**src/rtl/fifo_wr_arbiter_if.sv**
```systemverilog
// Producer/FIFO write-side bundle for fifo_wr_arbiter.
// slave = the arbiter; master = whatever drives the producers and models the FIFO.
interface fifo_wr_arbiter_if #(
  parameter int WIDTH = 8,
  parameter int NREQ  = 4
);
  logic [NREQ-1:0]       req_valid;
  logic [NREQ*WIDTH-1:0] req_data;
  logic [NREQ-1:0]       req_ready;
  logic                  fifo_full;
  logic                  fifo_wr;
  logic [WIDTH-1:0]      fifo_wdata;

  modport slave (
    input  req_valid, req_data, fifo_full,
    output req_ready, fifo_wr, fifo_wdata
  );

  modport master (
    output req_valid, req_data, fifo_full,
    input  req_ready, fifo_wr, fifo_wdata
  );
endinterface

```
**src/rtl/fifo_wr_arbiter.sv**
```systemverilog
// Round-robin, burst-limited arbiter sharing one FIFO write port between NREQ producers.
// Define FIFO_ARB_PRIO_EN to make requester 0 win every arbitration it is valid for.
module fifo_wr_arbiter #(
  parameter  int WIDTH     = 8,
  parameter  int NREQ      = 4,
  parameter  int MAX_BURST = 4,
  localparam int IDW       = ($clog2(NREQ) > 1) ? $clog2(NREQ) : 1,
  localparam int CW        = ($clog2(MAX_BURST) > 1) ? $clog2(MAX_BURST) : 1
) (
  input  logic                    clk,
  input  logic                    reset_n,
  fifo_wr_arbiter_if.slave        bus,
  output logic [IDW-1:0]          gnt_id,
  output logic                    busy
);

  typedef enum logic {IDLE, BURST} state_t;

  state_t          state_q, state_d;
  logic [IDW-1:0]  gnt_q, gnt_d;
  logic [IDW-1:0]  rr_q, rr_d;
  logic [CW-1:0]   cnt_q, cnt_d;
  logic            xfer;
  logic            release_g;
  logic [IDW:0]    arb;
  logic [WIDTH-1:0] word [NREQ];

  for (genvar i = 0; i < NREQ; i++) begin : g_unpack
    assign word[i] = bus.req_data[i*WIDTH +: WIDTH];
  end

  // Returns {found, winner}; the search starts after `last` and visits `last` itself last.
  function automatic logic [IDW:0] pick(input logic [NREQ-1:0] valid,
                                        input logic [IDW-1:0]  last);
    logic            found;
    logic [IDW-1:0]  win;
    int unsigned     idx;
    found = 1'b0;
    win   = '0;
    for (int unsigned k = 1; k <= int'(NREQ); k++) begin
      idx = (32'(last) + k) % int'(NREQ);
      if (!found && valid[IDW'(idx)]) begin
        found = 1'b1;
        win   = IDW'(idx);
      end
    end
`ifdef FIFO_ARB_PRIO_EN
    if (valid[0]) begin
      found = 1'b1;
      win   = '0;
    end
`endif
    return {found, win};
  endfunction

  assign xfer = (state_q == BURST) && bus.req_valid[gnt_q] && !bus.fifo_full;

  always_ff @(posedge clk or negedge reset_n) begin
    if (!reset_n) begin
      state_q <= IDLE;
      gnt_q   <= '0;
      cnt_q   <= '0;
      rr_q    <= IDW'(NREQ - 1);
    end else begin
      state_q <= state_d;
      gnt_q   <= gnt_d;
      cnt_q   <= cnt_d;
      rr_q    <= rr_d;
    end
  end

  always_comb begin
    state_d   = state_q;
    gnt_d     = gnt_q;
    cnt_d     = cnt_q;
    rr_d      = rr_q;
    arb       = '0;
    release_g = 1'b0;
    unique case (state_q)
      IDLE: begin
        arb = pick(bus.req_valid, rr_q);
        if (arb[IDW]) begin
          state_d = BURST;
          gnt_d   = arb[IDW-1:0];
          cnt_d   = '0;
        end
      end
      BURST: begin
        // Full alone never releases; only burst completion or a dropped valid does.
        release_g = (xfer && (cnt_q == CW'(MAX_BURST - 1))) || !bus.req_valid[gnt_q];
        if (release_g) begin
          rr_d = gnt_q;
          arb  = pick(bus.req_valid, gnt_q);
          if (arb[IDW]) begin
            gnt_d = arb[IDW-1:0];
            cnt_d = '0;
          end else begin
            state_d = IDLE;
          end
        end else if (xfer) begin
          cnt_d = cnt_q + CW'(1);
        end
      end
      default: state_d = IDLE;
    endcase
  end

  always_comb begin
    bus.req_ready  = '0;
    bus.fifo_wr    = 1'b0;
    bus.fifo_wdata = '0;
    busy           = (state_q == BURST);
    gnt_id         = gnt_q;
    if (state_q == BURST) begin
      bus.req_ready[gnt_q] = !bus.fifo_full;
      bus.fifo_wr          = xfer;
      bus.fifo_wdata       = word[gnt_q];
    end
  end

  a_ready_onehot0: assert property (@(posedge clk) disable iff (!reset_n)
    $onehot0(bus.req_ready));
  a_wr_is_handshake: assert property (@(posedge clk) disable iff (!reset_n)
    bus.fifo_wr == |(bus.req_valid & bus.req_ready));
  a_no_wr_when_full: assert property (@(posedge clk) disable iff (!reset_n)
    bus.fifo_full |-> !bus.fifo_wr);

endmodule

```
**src/flat_wrapper.sv**
```systemverilog
// flat-port wrapper written by rule: the top's interface ports become plain ports
module fifo_wr_arbiter_flat 
#(
  parameter  int WIDTH     = 8,
  parameter  int NREQ      = 4,
  parameter  int MAX_BURST = 4,
  localparam int IDW       = ($clog2(NREQ) > 1) ? $clog2(NREQ) : 1,
  localparam int CW        = ($clog2(MAX_BURST) > 1) ? $clog2(MAX_BURST) : 1
)
  (clk, reset_n, gnt_id, busy, bus_req_valid, bus_req_data, bus_fifo_full, bus_req_ready, bus_fifo_wr, bus_fifo_wdata);
  fifo_wr_arbiter_if #(.WIDTH(WIDTH), .NREQ(NREQ)) bus_i ();
  input  logic clk;
  input  logic reset_n;
  output logic [IDW-1:0] gnt_id;
  output logic busy;
  input wire logic [$bits(bus_i.req_valid)-1:0] bus_req_valid;
  input wire logic [$bits(bus_i.req_data)-1:0] bus_req_data;
  input wire logic [$bits(bus_i.fifo_full)-1:0] bus_fifo_full;
  output wire logic [$bits(bus_i.req_ready)-1:0] bus_req_ready;
  output wire logic [$bits(bus_i.fifo_wr)-1:0] bus_fifo_wr;
  output wire logic [$bits(bus_i.fifo_wdata)-1:0] bus_fifo_wdata;
  assign bus_i.req_valid = bus_req_valid;
  assign bus_i.req_data = bus_req_data;
  assign bus_i.fifo_full = bus_fifo_full;
  assign bus_req_ready = bus_i.req_ready;
  assign bus_fifo_wr = bus_i.fifo_wr;
  assign bus_fifo_wdata = bus_i.fifo_wdata;
  fifo_wr_arbiter #(.WIDTH(WIDTH), .NREQ(NREQ), .MAX_BURST(MAX_BURST)) u_core (.clk(clk), .reset_n(reset_n), .bus(bus_i), .gnt_id(gnt_id), .busy(busy));
endmodule
```
**config.mk**
```make
export PLATFORM = sky130hd
export DESIGN_NAME = fifo_wr_arbiter_flat
export DESIGN_NICKNAME = d
export VERILOG_FILES = /design/src/rtl/fifo_wr_arbiter_if.sv /design/src/rtl/fifo_wr_arbiter.sv /design/src/flat_wrapper.sv
export SDC_FILE = /design/constraint.sdc
export NUM_CORES = 1
export LEC_CHECK = 0
export ABC_AREA = 1
export CORE_ASPECT_RATIO = 0.9
export CORE_MARGIN = 3
export CORE_UTILIZATION = 42
export DETAILED_ROUTE_END_ITERATION = 10
export PLACE_DENSITY = 0.81
export SLEW_MARGIN = 20
export SYNTH_ARGS = -nofsm -noshare
export SYNTH_HDL_FRONTEND = slang
export SYNTH_SLANG_ARGS = --single-unit
```
**constraint.sdc**
```tcl
create_clock -name clk -period 2.2 [get_ports clk]
set_input_delay 0.22 -clock clk [delete_from_list [all_inputs] [get_ports clk]]
set_output_delay 0.22 -clock clk [all_outputs]
set_load 0.02 [all_outputs]
```
==> flow_summary.ini <==
[hold_path]
hold_class = in2async

[route]
firstDrtPassIters = 4
ant_nets = 0
drc_errors = 0
wl_per_cell_um = 11.1
vias = 1582
vias_per_cell = 4.81
dr.first_iter.drc_count = 127
wl_um = 3650

[clock_network]
clkTransAtPathRegs_ns = 0.05
h-tree-depth = 1
cts_tree = done
cts_buffers = 3
clk_path_buf_depth = 2
worstSkewPairLatency_ns = 0.25
hold_buffers = 0
cts_root_buf = clkbuf_4
numClockSinks = 7

[worst_setup_path]
r2r-end = u_core.gnt_id[0]
worstPathMaxFanout = 18
required_ns = 1.98
worst_path_dominant_cell_family = buffers and inverters
reg2reg_from = u_core.gnt_id[1]
critPathBufInv = 2
r2r_cells = 12
cp.arrival_ns = 1.88
crit_path_max_incr_delay_ns = 0.63
cp-end-kind = output port
critPathSlowestCell = clkdlybuf4s50_1
crit_path_cell_trace = buf_4 > nor2_1 > nor2_1 > o21ai_0 > a21oi_1 > clkdlybuf4s50_1
crit_type = reg2out
reg2reg_slack_ns = 0.31
crit_path_frequent_cell = nor2_1
startpoint_type = flop

[power]
power.total_mw = 2.83
p_switching_mw = 1.54
intPower_mw = 1.28
sw_frac_of_total_pct = 54.6
vdd_drop_max_uv = 933
p_leak_nw = 1.04
combPwrFrac_pct = 85.9
powerDensity_nw_per_um2 = 1470
pwr-share-seq_pct = 10.0
pwr-share-clk_pct = 4.1

[final_layout]
multiInputGateArea_um2 = 892
drive_gt1_share_pct = 15.5
nFillCells = 238
fin_util_pct = 74.3
n_antenna_cell = 0
layout_commonest_cell = nand2_1
syn_to_final_growth_pct = 58.3
layout.cells.non_filler = 329
seq_area_um2 = 178
final_nets = 336
fin_area_um2 = 1930
layout_common_cells = nand2_1, clkdlybuf4s50_1, nor2_1

[outcome]
status = finished clean

[synth]
ys_async_sr_fraction_pct = 100
yosysUniqueCellTypes = 25
ys_seq_area_share_pct = 14.6
avgSynthCellArea_um2 = 5.41
ys.warnings.count = 0
synth_top_flop_cell = dfrtp_1
ys_ff_latch = 7
syn_inst = 225
ys_top_cells_by_area = nand2_1, nor2_1, dfrtp_1
synth-edff-count = 0
synth_top_area_share_pct = 21.3
synth_nets = 269
yosysTopAreaCell = nand2_1
netlist_area_um2 = 1220

[run]
maxCapViolCount = 0

[placed_design]
dp_slack_ns = 0.169
numPlacedInstances = 317
gp_congestion = 0.886
dp_hpwl_um = 2890
dpl-instance-area_um2 = 1820
io_buffers = 54

[timing]
slew_headroom_pct = 80.3
clock_skew_ns = 0.000334
hold_viol = 0
finalCritPeriodShare_pct = 95.7
fin_crit_ns = 2.10
setup_viol = 0
hold_ws_ns = 0.221
fmax_mhz = 475
finalSetupTns_ns = 0
worst_slack_ns = 0.0952
slew_violations = 0
worst_slew_pin_slew_ns = 0.294

[global_route]
grt.total_usage_pct = 19.1
grt_pass1_wl_um = 5690
grt.overflow.total = 0
grt_max_degree = 19
antenna_found_initial = 0
grt_pass1_vias = 1354

[die]
core_area_um2 = 2590
die_h_um = 57.1
initial_utilization_pct = 46.9
die_area_um2 = 3580
io-pin-count = 55
die_w_um = 62.8
rows = 17
==> how the worst max path moves through the flow <==
stage	startpoint	endpoint	cells after the start	slack (ns)
6_report	u_core.gnt_id[0]	bus_fifo_wdata[5]	6	0.1
5_1_grt	u_core.gnt_id[1]	bus_fifo_wdata[0]	5	-0.006
4_1_cts	u_core.gnt_id[1]	bus_req_ready[0]	5	0.007
3_5_place_dp	bus_req_valid[3]	bus_fifo_wr	6	0.17
3_3_place_gp	bus_req_valid[3]	bus_fifo_wr	6	0.18
2_1_floorplan	u_core.gnt_id[0]	u_core.gnt_id[0]	14	0.06
==> power by group through the flow <==
stage	Clock, mW	Combinational (mW)	Sequential (mW)
after CTS	0.119	2.35	0.277
after global routing	0.130	2.68	0.293
after global placement	0	2.31	0.280
final	0.115	2.43	0.283
after floorplan	0	1.56	0.310
after detailed placement	0	2.34	0.278
==> cell usage after synthesis (2+ instances only) <==
| cell type | number |
|---|---|
| a21oi_1 | 12 |
| buf_2 | 4 |
| clkbuf_1 | 2 |
| dfrtp_1 | 5 |
| dfstp_2 | 2 |
| ha_1 | 5 |
| inv_1 | 22 |
| inv_2 | 5 |
| nand2_1 | 69 |
| nand2_2 | 8 |
| nand2_4 | 2 |
| nand3_1 | 11 |
| nand3_2 | 3 |
| nand4_1 | 3 |
| nor2_1 | 40 |
| nor2_2 | 2 |
| o21ai_0 | 21 |
| o21ai_1 | 2 |
==> registers in the layout, indices dropped and copies added (netlist names) <==
| signal | cells |
|---|---|
| u_core.busy | 1 |
| u_core.cnt_q | 2 |
| u_core.gnt_id | 2 |
| u_core.rr_q | 2 |
==> logic make-up after synthesis <==
logic type               share of synthesized area (%)
buffers and inverters                             12.1
flip-flops                                        14.6
adder cells (fa/ha/maj)                           5.14
AND/OR/NAND/NOR                                   50.9
AO/OA/AOI/OAI                                     17.3
==> what timing repair did <==
| action | 4_1_cts | 5_1_grt |
|---|---|---|
| setup buffers | 0 | 8 |
| endpoints found under the setup margin | 0 | 9 |
| gates resized for setup | 0 | 8 |
| endpoints found under the hold margin | 0 | 0 |
==> area by class of cell <==
| cell class | count | share of cell area [%] |
|---|---|---|
| clock buffers | 4 | 1.36 |
| inverters | 27 | 5.45 |
| multi-input cells | 183 | 46.3 |
| flip-flops and latches | 7 | 9.22 |
| well taps | 38 | 2.47 |
| repair buffers | 70 | 35.2 |
==> metal layers <==
layer  global-route usage [%]  vias to the layer above  routed length (um)
met3                     5.71                        3                 345
met4                     2.83                        0                  16
met2                     32.1                       70                1650
li1                         -                      842                   -
met1                     24.8                      667                1640
met5                        0                        -                   0
(Power assumes the default switching activity.)
